$ cat src/rtl/gated_word_sender_pkg.sv
// Shared types and defaults for the gated word sender and its FIFO.
// State names carry an S_ prefix so they never collide with the GAP parameter.
package gated_word_pkg;

   localparam int DEF_WIDTH = 4;
   localparam int DEF_DEPTH = 4;
   localparam int DEF_GAP   = 2;
   localparam int GAP_CNT_W = 4;

   typedef enum logic {
      S_IDLE,
      S_GAP
   } gw_state_t;

endpackage

$ cat src/rtl/gated_word_sender_sync_fifo.sv
// Small synchronous FIFO: power-of-two storage, wrapping pointers and a separate occupancy counter.
module sync_fifo
   import gated_word_pkg::*;
#(
   parameter int WIDTH = DEF_WIDTH,
   parameter int DEPTH = DEF_DEPTH
) (
   input  logic                     CLK,
   input  logic                     RESETN,
   input  logic                     push,
   input  logic [WIDTH-1:0]         push_data,
   input  logic                     pop,
   output logic [WIDTH-1:0]         head,
   output logic [$clog2(DEPTH):0]   count
);

   localparam int PW = $clog2(DEPTH);

   logic [WIDTH-1:0] mem [DEPTH];
   logic [PW-1:0]    wr_ptr;
   logic [PW-1:0]    rd_ptr;

   // Pointers wrap on their own; count tracks occupancy so full and empty stay distinct.
   always_ff @(posedge CLK or negedge RESETN) begin
      if (!RESETN) begin
         wr_ptr <= '0;
         rd_ptr <= '0;
         count  <= '0;
      end else begin
         if (push) begin
            wr_ptr <= wr_ptr + 1'b1;
         end
         if (pop) begin
            rd_ptr <= rd_ptr + 1'b1;
         end
         if (push && !pop) begin
            count <= count + 1'b1;
         end else if (pop && !push) begin
            count <= count - 1'b1;
         end
      end
   end

   always_ff @(posedge CLK) begin
      if (push) begin
         mem[wr_ptr] <= push_data;
      end
   end

   assign head = mem[rd_ptr];

endmodule

$ cat src/rtl/gated_word_sender.sv
// Replays buffered words onto a parallel bus, one capture strobe per word, spaced by a fixed idle gap.
module gated_word_sender
   import gated_word_pkg::*;
#(
   parameter int WIDTH = DEF_WIDTH,
   parameter int DEPTH = DEF_DEPTH,
   parameter int GAP   = DEF_GAP
) (
   input  logic                     CLK,
   input  logic                     RESETN,
   input  logic [WIDTH-1:0]         I,
   input  logic                     I_VALID,
   output logic                     I_READY,
   output logic [WIDTH-1:0]         O,
   output logic                     O_EN,
   output logic [$clog2(DEPTH):0]   COUNT,
   output logic                     BUSY
);

   localparam int                   CW         = $clog2(DEPTH) + 1;
   localparam logic [CW-1:0]        FULL_COUNT = CW'(DEPTH);
   localparam logic [GAP_CNT_W-1:0] GAP_LOAD   = GAP_CNT_W'(GAP);
   localparam logic [GAP_CNT_W-1:0] GAP_LAST   = GAP_CNT_W'(1);

   gw_state_t            state;
   gw_state_t            state_nxt;
   logic [GAP_CNT_W-1:0] gap_cnt;
   logic [GAP_CNT_W-1:0] gap_cnt_nxt;
   logic [WIDTH-1:0]     o_nxt;
   logic                 o_en_nxt;
   logic                 push;
   logic                 pop;
   logic [WIDTH-1:0]     head;
   logic [CW-1:0]        count;

   // Readiness looks only at registered occupancy, so a full FIFO refuses even while popping.
   assign I_READY = (count != FULL_COUNT);
   assign push    = I_VALID && I_READY;
   assign COUNT   = count;
   assign BUSY    = (count != '0) || (state != S_IDLE) || O_EN;

   sync_fifo #(
      .WIDTH (WIDTH),
      .DEPTH (DEPTH)
   ) u_fifo (
      .CLK       (CLK),
      .RESETN    (RESETN),
      .push      (push),
      .push_data (I),
      .pop       (pop),
      .head      (head),
      .count     (count)
   );

   always_ff @(posedge CLK or negedge RESETN) begin
      if (!RESETN) begin
         state   <= S_IDLE;
         gap_cnt <= '0;
         O       <= '0;
         O_EN    <= 1'b0;
      end else begin
         state   <= state_nxt;
         gap_cnt <= gap_cnt_nxt;
         O       <= o_nxt;
         O_EN    <= o_en_nxt;
      end
   end

   // A strobe only launches from IDLE; O is reloaded solely on strobe edges and otherwise holds.
   always_comb begin
      state_nxt   = state;
      gap_cnt_nxt = gap_cnt;
      o_nxt       = O;
      o_en_nxt    = 1'b0;
      pop         = 1'b0;
      case (state)
         S_IDLE: begin
            if (count != '0) begin
               pop      = 1'b1;
               o_nxt    = head;
               o_en_nxt = 1'b1;
               if (GAP > 0) begin
                  gap_cnt_nxt = GAP_LOAD;
                  state_nxt   = S_GAP;
               end
            end
         end
         S_GAP: begin
            gap_cnt_nxt = gap_cnt - 1'b1;
            if (gap_cnt == GAP_LAST) begin
               state_nxt = S_IDLE;
            end
         end
         default: begin
            state_nxt = S_IDLE;
         end
      endcase
   end

endmodule

$ cat config.mk
export PLATFORM = sky130hd
export DESIGN_NAME = gated_word_sender
export DESIGN_NICKNAME = d
export VERILOG_FILES = /design/src/rtl/gated_word_sender_pkg.sv /design/src/rtl/gated_word_sender_sync_fifo.sv /design/src/rtl/gated_word_sender.sv
export SDC_FILE = /design/constraint.sdc
export NUM_CORES = 1
export LEC_CHECK = 0
export BUFFER_PORTS_ARGS = -buffer_cell sky130_fd_sc_hd__buf_2
export CORE_MARGIN = 5
export CORE_UTILIZATION = 45
export CTS_CLUSTER_DIAMETER = 100
export DETAILED_ROUTE_END_ITERATION = 8
export PLACE_DENSITY = 0.65
export SLEW_MARGIN = 25
export SYNTH_ARGS = -nofsm -noshare
export SYNTH_HDL_FRONTEND = slang
export SYNTH_SLANG_ARGS = --single-unit
$ cat constraint.sdc
create_clock -name CLK -period 2.3 [get_ports CLK]
set_clock_uncertainty 0.05 [all_clocks]
set_input_delay 0.46 -clock CLK [delete_from_list [all_inputs] [get_ports CLK]]
set_output_delay 0.46 -clock CLK [all_outputs]
set_load 0.03 [all_outputs]
== Word level (Yosys, flattened, before mapping) ==
Memory sizes are Yosys's and may differ from the RTL's. A register that Yosys moved wholly into a read port is not among the register bits.
Index checks and enable logic that the tools add are counted.
Storage, ports and cells
  logic and storage cells: 37
  output and inout port bits: 10
  memories kept: 1
  bits of input ports: 7
  register bits: 13
  RAM bits: 16
Memories
  u_fifo.mem: words 4, bits a word 4, rd ports 1, clocked after memory_dff 1, write ports 1, RTL line gated_word_sender_sync_fifo.sv:19  | logic [WIDTH-1:0] mem [DEPTH];
Cells by class
  equal/unequal tests: 3
  $add $sub $neg: 5
  bitwise operators: 1
  muxes and demuxes: 10
  reductions and logical operators: 11
Operator list (number)
  case mux 4 bit (2 select lines): 1
  2-to-1 mux 3 bit: 2
  2-to-1 mux 1 bit: 5
  adder 2 x 1 -> 2 bit, second input constant: 2
  equality test 4 x 1 -> 1 bit, second input constant: 1
  2-to-1 mux 4 bit: 1
  subtractor 4 x 1 -> 4 bit, second input constant: 1
  adder 3 x 1 -> 3 bit, second input constant: 1
  logical AND 1 bit: 3
  zero test 1 bit: 3
  inequality test 3 bit, second input constant: 1
  nonzero test 3 bit: 1
  subtractor 3 x 1 -> 3 bit, second input constant: 1
  logical OR 1 bit: 2
  inequality test 2 bit, second input constant: 1
  case mux 1 bit (2 select lines): 1
  AND reduction 2 bit: 1
  nonzero test 2 bit: 1
  NOT 1 bit: 1

== Logic depth before layout (Yosys ltp) ==
Gate-level depths: netlist (run 1).
  depth after elaboration: 6
  mapped depth: 9
  mapped depth without buffers: 9

== Cells and area by module ==
Synthesis (run 1) repeated with hierarchy kept, for this count alone.
Unflattened totals
  cell total of the unflattened synthesis: 92
  area, all modules: 1423.9 um^2
Modules (own cells, without submodules)
  sync_fifo: cells each 53, area an instance 959.7 um^2, times used 1, seq. area each 655.6 um^2
  gated_word_sender: cells each 39, area an instance 464.2 um^2, times used 1, seq. area each 250.2 um^2

== Least setup slack after synthesis (run 1) ==
Ideal clock, no wire load.
  kind: flip-flop to flip-flop
  start point: register u_fifo.count[1]
  end point: register u_fifo.count[2]
  slack: 158 ps
  clock period less this slack: 2142 ps
  library setup time: 81 ps
  path buffers: 0
  cell stages (with the launch flop): 10
  data arrival time: 2010 ps
  data required time: 2169 ps
  path through: dfrtp_1 > nor3_2 > nor2_4 > inv_1 > ha_1 > inv_1 > fa_1 > xor2_1 > nor2_1 > xor2_1
Between the ends
  cells in the longest elaborated chain, start to end: 6
  elaborated cells between the ends (all ways): 14
  those cells by class: add/sub (2); eq/ne (1); mux (4); reduce/logical (7)
RTL lines
  start: declaration: RTL line gated_word_sender_sync_fifo.sv:14  | output logic [$clog2(DEPTH):0] count
  start signal: assignment: RTL line gated_word_sender_sync_fifo.sv:37  | count <= count + 1'b1;
  start signal: assignment: RTL line gated_word_sender_sync_fifo.sv:39  | count <= count - 1'b1;
  nonzero test 3 bit *: RTL line gated_word_sender.sv:78  | if (count != '0) begin
  2-to-1 mux 1 bit * (2 in a row)
  net o_en_nxt: RTL line gated_word_sender.sv:30  | logic o_en_nxt;
  zero test 1 bit: RTL line gated_word_sender_sync_fifo.sv:36  | if (push && !pop) begin
  logical AND 1 bit: RTL line gated_word_sender_sync_fifo.sv:36
  2-to-1 mux 3 bit or nonzero test 2 bit (tied branches)
Mark *: on every way through the listed nets, which the timed path passes. The rest lies on a longest branch. The select of a mux whose other input is x is not followed.
A chain may end at the register's enable or synchronous reset.

== Worst setup path after layout (run 1) ==
  start point: register u_fifo.count[2]
  end point: register u_fifo.count[2]
Same word-level chain as after synthesis.

==> results of run 1 <==
==> cells in the mapped netlist, types with 2 or more instances <==
| library cell | count | area [um2] |
|---|---|---|
| mux2_4 | 4 | 60.1 |
| xnor2_1 | 2 | 17.5 |
| nor2_1 | 3 | 11.3 |
| dfrtp_1 | 17 | 425 |
| mux4_2 | 4 | 90.1 |
| edfxtp_1 | 16 | 480 |
| and2_1 | 4 | 25.0 |
| ha_1 | 7 | 87.6 |
| inv_1 | 6 | 22.5 |
| a22o_1 | 2 | 17.5 |
| xor2_1 | 6 | 52.6 |
| mux2_2 | 2 | 22.5 |
==> cells in the final DEF (no fill, tap or decap), types with 5 or more instances in the layout <==
| cell | n |
|---|---|
| buf_2 | 16 |
| buf_4 | 5 |
| clkbuf_4 | 5 |
| dfrtp_1 | 17 |
| edfxtp_1 | 16 |
| ha_1 | 7 |
| inv_1 | 6 |
| xor2_1 | 6 |
==> state kept, by name, summed over array words and instances, names as in the netlist <==
| name | count |
|---|---|
| O | 4 |
| O_EN | 1 |
| gap_cnt | 4 |
| state | 1 |
| u_fifo.count | 3 |
| u_fifo.mem | 16 |
| u_fifo.rd_ptr | 2 |
| u_fifo.wr_ptr | 2 |
==> how the worst min path moves through the flow <==
stage                                            end   start  slack, ps
final                     u_fifo.mem[2][1]$_DFFE_PP_    I[1]        290
after global routing      u_fifo.mem[1][3]$_DFFE_PP_    I[3]        270
after CTS                 u_fifo.mem[2][1]$_DFFE_PP_    I[1]        270
after detailed placement            O[0]$_DFFE_PN0P_  RESETN        350
after global placement              O[0]$_DFFE_PN0P_  RESETN        350
after floorplan                     O[0]$_DFFE_PN0P_  RESETN        110
==> logic make-up after synthesis <==
family | share of synthesized area [%]
flip-flops | 62.7
AND/OR/NAND/NOR | 6.75
multiplexers | 12.7
XOR/XNOR | 4.85
buffers and inverters | 2.60
adder cells (fa/ha/maj) | 7.45
AO/OA/AOI/OAI | 2.94
==> timing repair <==
| action | CTS | global route |
|---|---|---|
| hold buffers | 1 | 0 |
| setup buffers | 0 | 0 |
| hold endpoints to repair | 17 | 0 |
==> layer usage <==
| metal | up-vias | share of wire (%) |
|---|---|---|
| met2 | 19 | 49 |
| met5 | - | 0 |
| met4 | 0 | 1.4 |
| li1 | 364 | - |
| met1 | 360 | 45 |
| met3 | 4 | 4.3 |
==> per-stage QoR <==
step / worst slack, ps / area (um2) / hold slack (ps)
floorplan: 158 / 1450 / 114
finish: 246 / 1700 / 292
global placement: 309 / 1600 / 350
global route: 51.7 / 1700 / 272
detailed placement: 251 / 1600 / 350
CTS: 230 / 1700 / 275
==> final cells by class <==
| type | count | area (um2) | area share [%] |
|---|---|---|---|
| clock inverter | 1 | 30.0 | 1.77 |
| tap | 44 | 55.1 | 3.24 |
| inverter | 6 | 22.5 | 1.33 |
| sequential | 33 | 906 | 53.4 |
| timing repair buffer | 22 | 128 | 7.52 |
| multi-input combinational | 46 | 502 | 29.6 |
| clock buffer | 7 | 55.1 | 3.24 |
==> where the power goes <==
group | total (mW) | internal, mW | switching, mW
sequential | 1.01 | 0.840 | 0.165
combinational | 0.965 | 0.468 | 0.497
clock | 0.444 | 0.259 | 0.185
total | 2.42 | 1.57 | 0.847
==> metrics.md, run 1 <==
| Metric | Value |
|---|---|
| Area Overhead vs Synth | `17.5%` |
| First-pass GRT wire length | `3640 um` |
| CTS resizes | `0` |
| Vias in the first global route | `785` |
| Placed cell count | `150` |
| Kind of critical path | `register to register` |
| Sum Neg Setup Slack | `0 ps` |
| Synth Register Bits | `33` |
| Leak | `0.716 nW` |
| Routability cong. | `0.713` |
| Post-synth EDFFs | `16` |
| Worst-case clock buffer depth | `2` |
| Worst Setup Start Kind | `register` |
| Root Driver | `clkbuf_4` |
| # clock sinks | `33` |
| Largest net degree at the start of global routing | `18` |
| Std cell rows | `20` |
| Critical register-to-register path startpoint | `u_fifo.count[2]$_DFFE_PN0P_` |
| Mapped Cells | `87` |
| Final setup violation count | `0` |
| Filler instances | `260` |
| Syn_nets | `102` |
| Reg2reg setup slack | `250 ps` |
| Slowest cell on the critical path | `dfrtp_1` |
| M2 GR Usage | `18.2%` |
| CTS tree | `built` |
| Async S/R FF share, synth | `51.5%` |
| CTS clk-pin slew, worst paths | `100 ps` |
| DRT Pass-1 Iters | `4` |
| Setup crit end kind | `register` |
| Max-slew violations | `0` |
| Drt drc | `0` |
| Ys Warns | `0` |
| R2r endpoint | `u_fifo.count[2]$_DFFE_PN0P_` |
| Crit-path max FO | `7` |
| Mapped cell area | `1450 um2` |
| Tightest Pin Transition | `375 ps` |
| Core Area | `3080 um2` |
| Avg Cell Area, Syn | `16.6 um2` |
| Num ports | `17` |
| Rel. slew slack | `75.0%` |
| Final Non-Filler Cells | `159` |
| GRT Overall Usage | `11.7%` |
| Vert. Die Dim | `66.7 um` |
| Final Hold Vio Count | `0` |
| Initial antenna violation count | `0` |
| Remaining antenna violation count | `0` |
| Max-cap violations | `0` |
| Worst EP required | `2510 ps` |
| Delay-heaviest family, CP | `adder cells` |
| CP Cell Sequence | `nor3_2 > nor2_4 > inv_1 > ha_1 > inv_1 > fa_1 > xor2_1 > nor2_1 > xor2_1` |
| Grt ovf | `0` |
| GR Layer Usage met3 | `4.05%` |
| Arrival @ worst endpoint | `2260 ps` |
| Die X | `66.7 um` |
| Worst path max stage delay | `470 ps` |
| WP buf/inv | `2` |
| Nets@finish | `129` |
| Worst reg-to-reg path cell count | `9` |
| Die ar. | `4440 um2` |
| Unrepaired setup endpoints after global routing | `false` |
| HPWL Detailed | `1580 um` |
| Vias | `747` |
| Layout Utilization | `55.2%` |
| M1 GR Usage | `14.0%` |
| WL final | `2110 um` |
| Final min period | `2050 ps` |
| DR iter-0 viols | `26` |
| Synth unique cells | `26` |
| Seq/Total Area, Yosys | `62.7%` |
| HP Class | `input port to register` |
| WL per Instance | `13.3 um` |
| Outcome | `finished clean` |
| PortBufs | `16` |
| Initial Utilization | `47.0%` |
| # diodes | `0` |
| Via density | `4.70` |
| H-tree depth | `2` |
| Total CTS buffers | `5` |
| Total Power | `2.42 mW` |
| Worst vdd ir | `731 uV` |
| Power Dens Cells | `1420 nW/um2` |
| Tcrit/Tclk final | `89.3%` |
| Top FF cell, synth | `dfrtp_1` |
| End of the critical path | `u_fifo.count[2]$_DFFE_PN0P_` |
| Fmax | `487 MHz` |
| Clock Latency Late Sink | `330 ps` |
| Cell count along the critical path | `9` |
| Proportion of layout cells with a drive suffix above 1 | `37.4%` |
| Hold path depth | `1` |
| GRT Max-Usage Layer | `met2` |
| CP Launch Point | `u_fifo.count[2]$_DFFE_PN0P_` |
Note: power is estimated with default switching activity, not from simulation.
==> run 2, diff against run 1 <==
--- a/config.mk
+++ b/config.mk
@@ -6,12 +6,11 @@
 export NUM_CORES = 1
 export LEC_CHECK = 0
 export BUFFER_PORTS_ARGS = -buffer_cell sky130_fd_sc_hd__buf_2
-export CORE_MARGIN = 5
 export CORE_UTILIZATION = 45
 export CTS_CLUSTER_DIAMETER = 100
 export DETAILED_ROUTE_END_ITERATION = 8
 export PLACE_DENSITY = 0.65
-export SLEW_MARGIN = 25
+export SLEW_MARGIN = 20
 export SYNTH_ARGS = -nofsm -noshare
 export SYNTH_HDL_FRONTEND = slang
 export SYNTH_SLANG_ARGS = --single-unit
==> run 2 against run 1 <==
Effect of this change: maximum frequency fell by 2.2%; critical path depth unchanged; sequential share of layout area increased by 0.074 points; first-iteration DRC count up 3.8%; via count increased by 2.8%; non-clock buffer count decreased by 1; count of clock-buffer cells in the layout is the same; total power is 1.1% higher; wire length rose by 1.6%; critical path type unchanged.
==> metrics.md, run 2 (synthesis results as in run 1) <==
| Metric | Value |
|---|---|
| Worst-case clock buffer depth | `2` |
| GR Layer Usage met3 | `6.59%` |
| Power Dens Cells | `1440 nW/um2` |
| DR iter-0 viols | `27` |
| Worst Setup Start Kind | `register` |
| Sum Neg Setup Slack | `0 ps` |
| Initial antenna violation count | `0` |
| WL final | `2150 um` |
| Design area | `1700 um2` |
| GRT Max-Usage Layer | `met2` |
| Vias | `768` |
| Final Non-Filler Cells | `158` |
| GRT Overall Usage | `15.7%` |
| Worst reg-to-reg path cell count | `9` |
| End of the critical path | `u_fifo.count[2]$_DFFE_PN0P_` |
| M1 GR Usage | `18.4%` |
| Remaining antenna violation count | `0` |
| R2r endpoint | `u_fifo.count[2]$_DFFE_PN0P_` |
| Final Hold Vio Count | `0` |
| Worst EP required | `2500 ps` |
| Critical register-to-register path startpoint | `u_fifo.count[1]$_DFFE_PN0P_` |
| Worst vdd ir | `682 uV` |
| Max-slew violations | `0` |
| P_int | `1.57 mW` |
| Num ports | `17` |
| H-tree depth | `2` |
| Commonest non-fill, non-tap cells in the layout | `dfrtp_1, buf_2, edfxtp_1` |
| Nets@finish | `128` |
| Initial Utilization | `47.3%` |
| M2 GR Usage | `25.0%` |
| Flop pwr share | `42.3%` |
| Layout Utilization | `55.6%` |
| Die X | `58.7 um` |
| Sw Ratio | `35.9%` |
| Psw | `0.876 mW` |
| Clock Latency Late Sink | `330 ps` |
| HPWL Detailed | `1620 um` |
| Unrepaired setup endpoints after global routing | `false` |
| Final setup violation count | `0` |
| Std cell rows | `20` |
| Drt drc | `0` |
| Part of the power in the clock network | `18.2%` |
| Leak | `0.713 nW` |
| Crit-path max FO | `7` |
| Via density | `4.86` |
| # diodes | `0` |
| Vert. Die Dim | `58.7 um` |
| Reg2reg setup slack | `200 ps` |
| Outcome | `finished clean` |
| Post-CTS Setup Inserts | `0` |
| Total CTS buffers | `5` |
| Kind of critical path | `register to register` |
| Die ar. | `3440 um2` |
| WL per Instance | `13.6 um` |
| Core Area | `3050 um2` |
| Setup crit end kind | `register` |
| Grt ovf | `0` |
| Arrival @ worst endpoint | `2300 ps` |
| Final min period | `2100 ps` |
| Root Driver | `clkbuf_4` |
| Top reg by flops | `u_fifo.mem` |
| # clock sinks | `33` |
| Largest register FFs | `16` |
| CTS tree | `built` |
| Routability cong. | `0.724` |
| Dpl cell area | `1600 um2` |
| CTS clk-pin slew, worst paths | `100 ps` |
| Filler instances | `269` |
| Tightest Pin Transition | `380 ps` |
| Area Overhead vs Synth | `17.5%` |
| First-pass GRT wire length | `3700 um` |
| Fmax | `476 MHz` |
| Placed cell count | `149` |
| Proportion of layout cells with a drive suffix above 1 | `37.7%` |
| Top flop regs | `u_fifo.mem (16), O (4), gap_cnt (4)` |
| Vias in the first global route | `786` |
| Tcrit/Tclk final | `91.3%` |
| Max-cap violations | `0` |
| CP Launch Point | `u_fifo.count[1]$_DFFE_PN0P_` |
| DRT Pass-1 Iters | `4` |
| Combinational fraction of design power | `39.6%` |
| PortBufs | `16` |
| HP Class | `input port to register` |
| Rel. slew slack | `74.7%` |
| Largest net degree at the start of global routing | `18` |
run 2: routing by layer:
metal | vias to the layer above | wire length, um
li1 | 362 | -
met1 | 380 | 915
met2 | 19 | 1070
met3 | 7 | 115
met4 | 0 | 47
met5 | - | 0
run 2: power by group through the flow:
stage / Clock (mW) / Combinational, mW / Sequential (mW)
2_1_floorplan: 0 / 0.623 / 1.13
4_1_cts: 0.454 / 0.981 / 1.03
3_3_place_gp: 0 / 0.933 / 1.03
3_5_place_dp: 0 / 0.977 / 1.04
5_1_grt: 0.481 / 1.07 / 1.07
6_report: 0.443 / 0.966 / 1.03
run 2: layout make-up:
type	count	area [um2]	area share [%]
sequential	33	907	53.4
tap	44	55.1	3.24
timing repair buffer	21	120	7.07
clock buffer	7	55.1	3.24
inverter	6	22.5	1.33
clock inverter	1	30.0	1.77
multi-input combinational	46	508	29.9
run 2: what timing repair did:
action,CTS,global route
hold buffers,1,0
gates resized for setup,0,2
endpoints found under the setup margin,0,1
endpoints found under the hold margin,17,0
run 2: critical path: stages (launching register included):
cell and delay, ps:
dfrtp_2 470, nor3_4 260, nor2_4 100, inv_1 70, ha_1 180, inv_1 60
fa_1 370, xor2_1 160, nor2_1 120, xor2_1 180
run 2: worst min-delay path by stage:
stage          startpoint                          to  slack, ps  cells after the start
4_1_cts              I[3]  u_fifo.mem[0][3]$_DFFE_PP_        280                      1
6_report             I[2]  u_fifo.mem[3][2]$_DFFE_PP_        290                      1
2_1_floorplan      RESETN            O[0]$_DFFE_PN0P_        110                      0
3_5_place_dp       RESETN            O[2]$_DFFE_PN0P_        350                      1
5_1_grt              I[1]  u_fifo.mem[0][1]$_DFFE_PP_        280                      1
3_3_place_gp       RESETN            O[1]$_DFFE_PN0P_        350                      1
run 2: stage by stage:
stage	worst slack [ps]	power, mW	hold slack (ps)
after floorplan	158	1.75	114
after global placement	250	1.96	348
after detailed placement	131	2.01	353
after CTS	109	2.46	278
after global routing	20.5	2.61	277
final	199	2.44	291
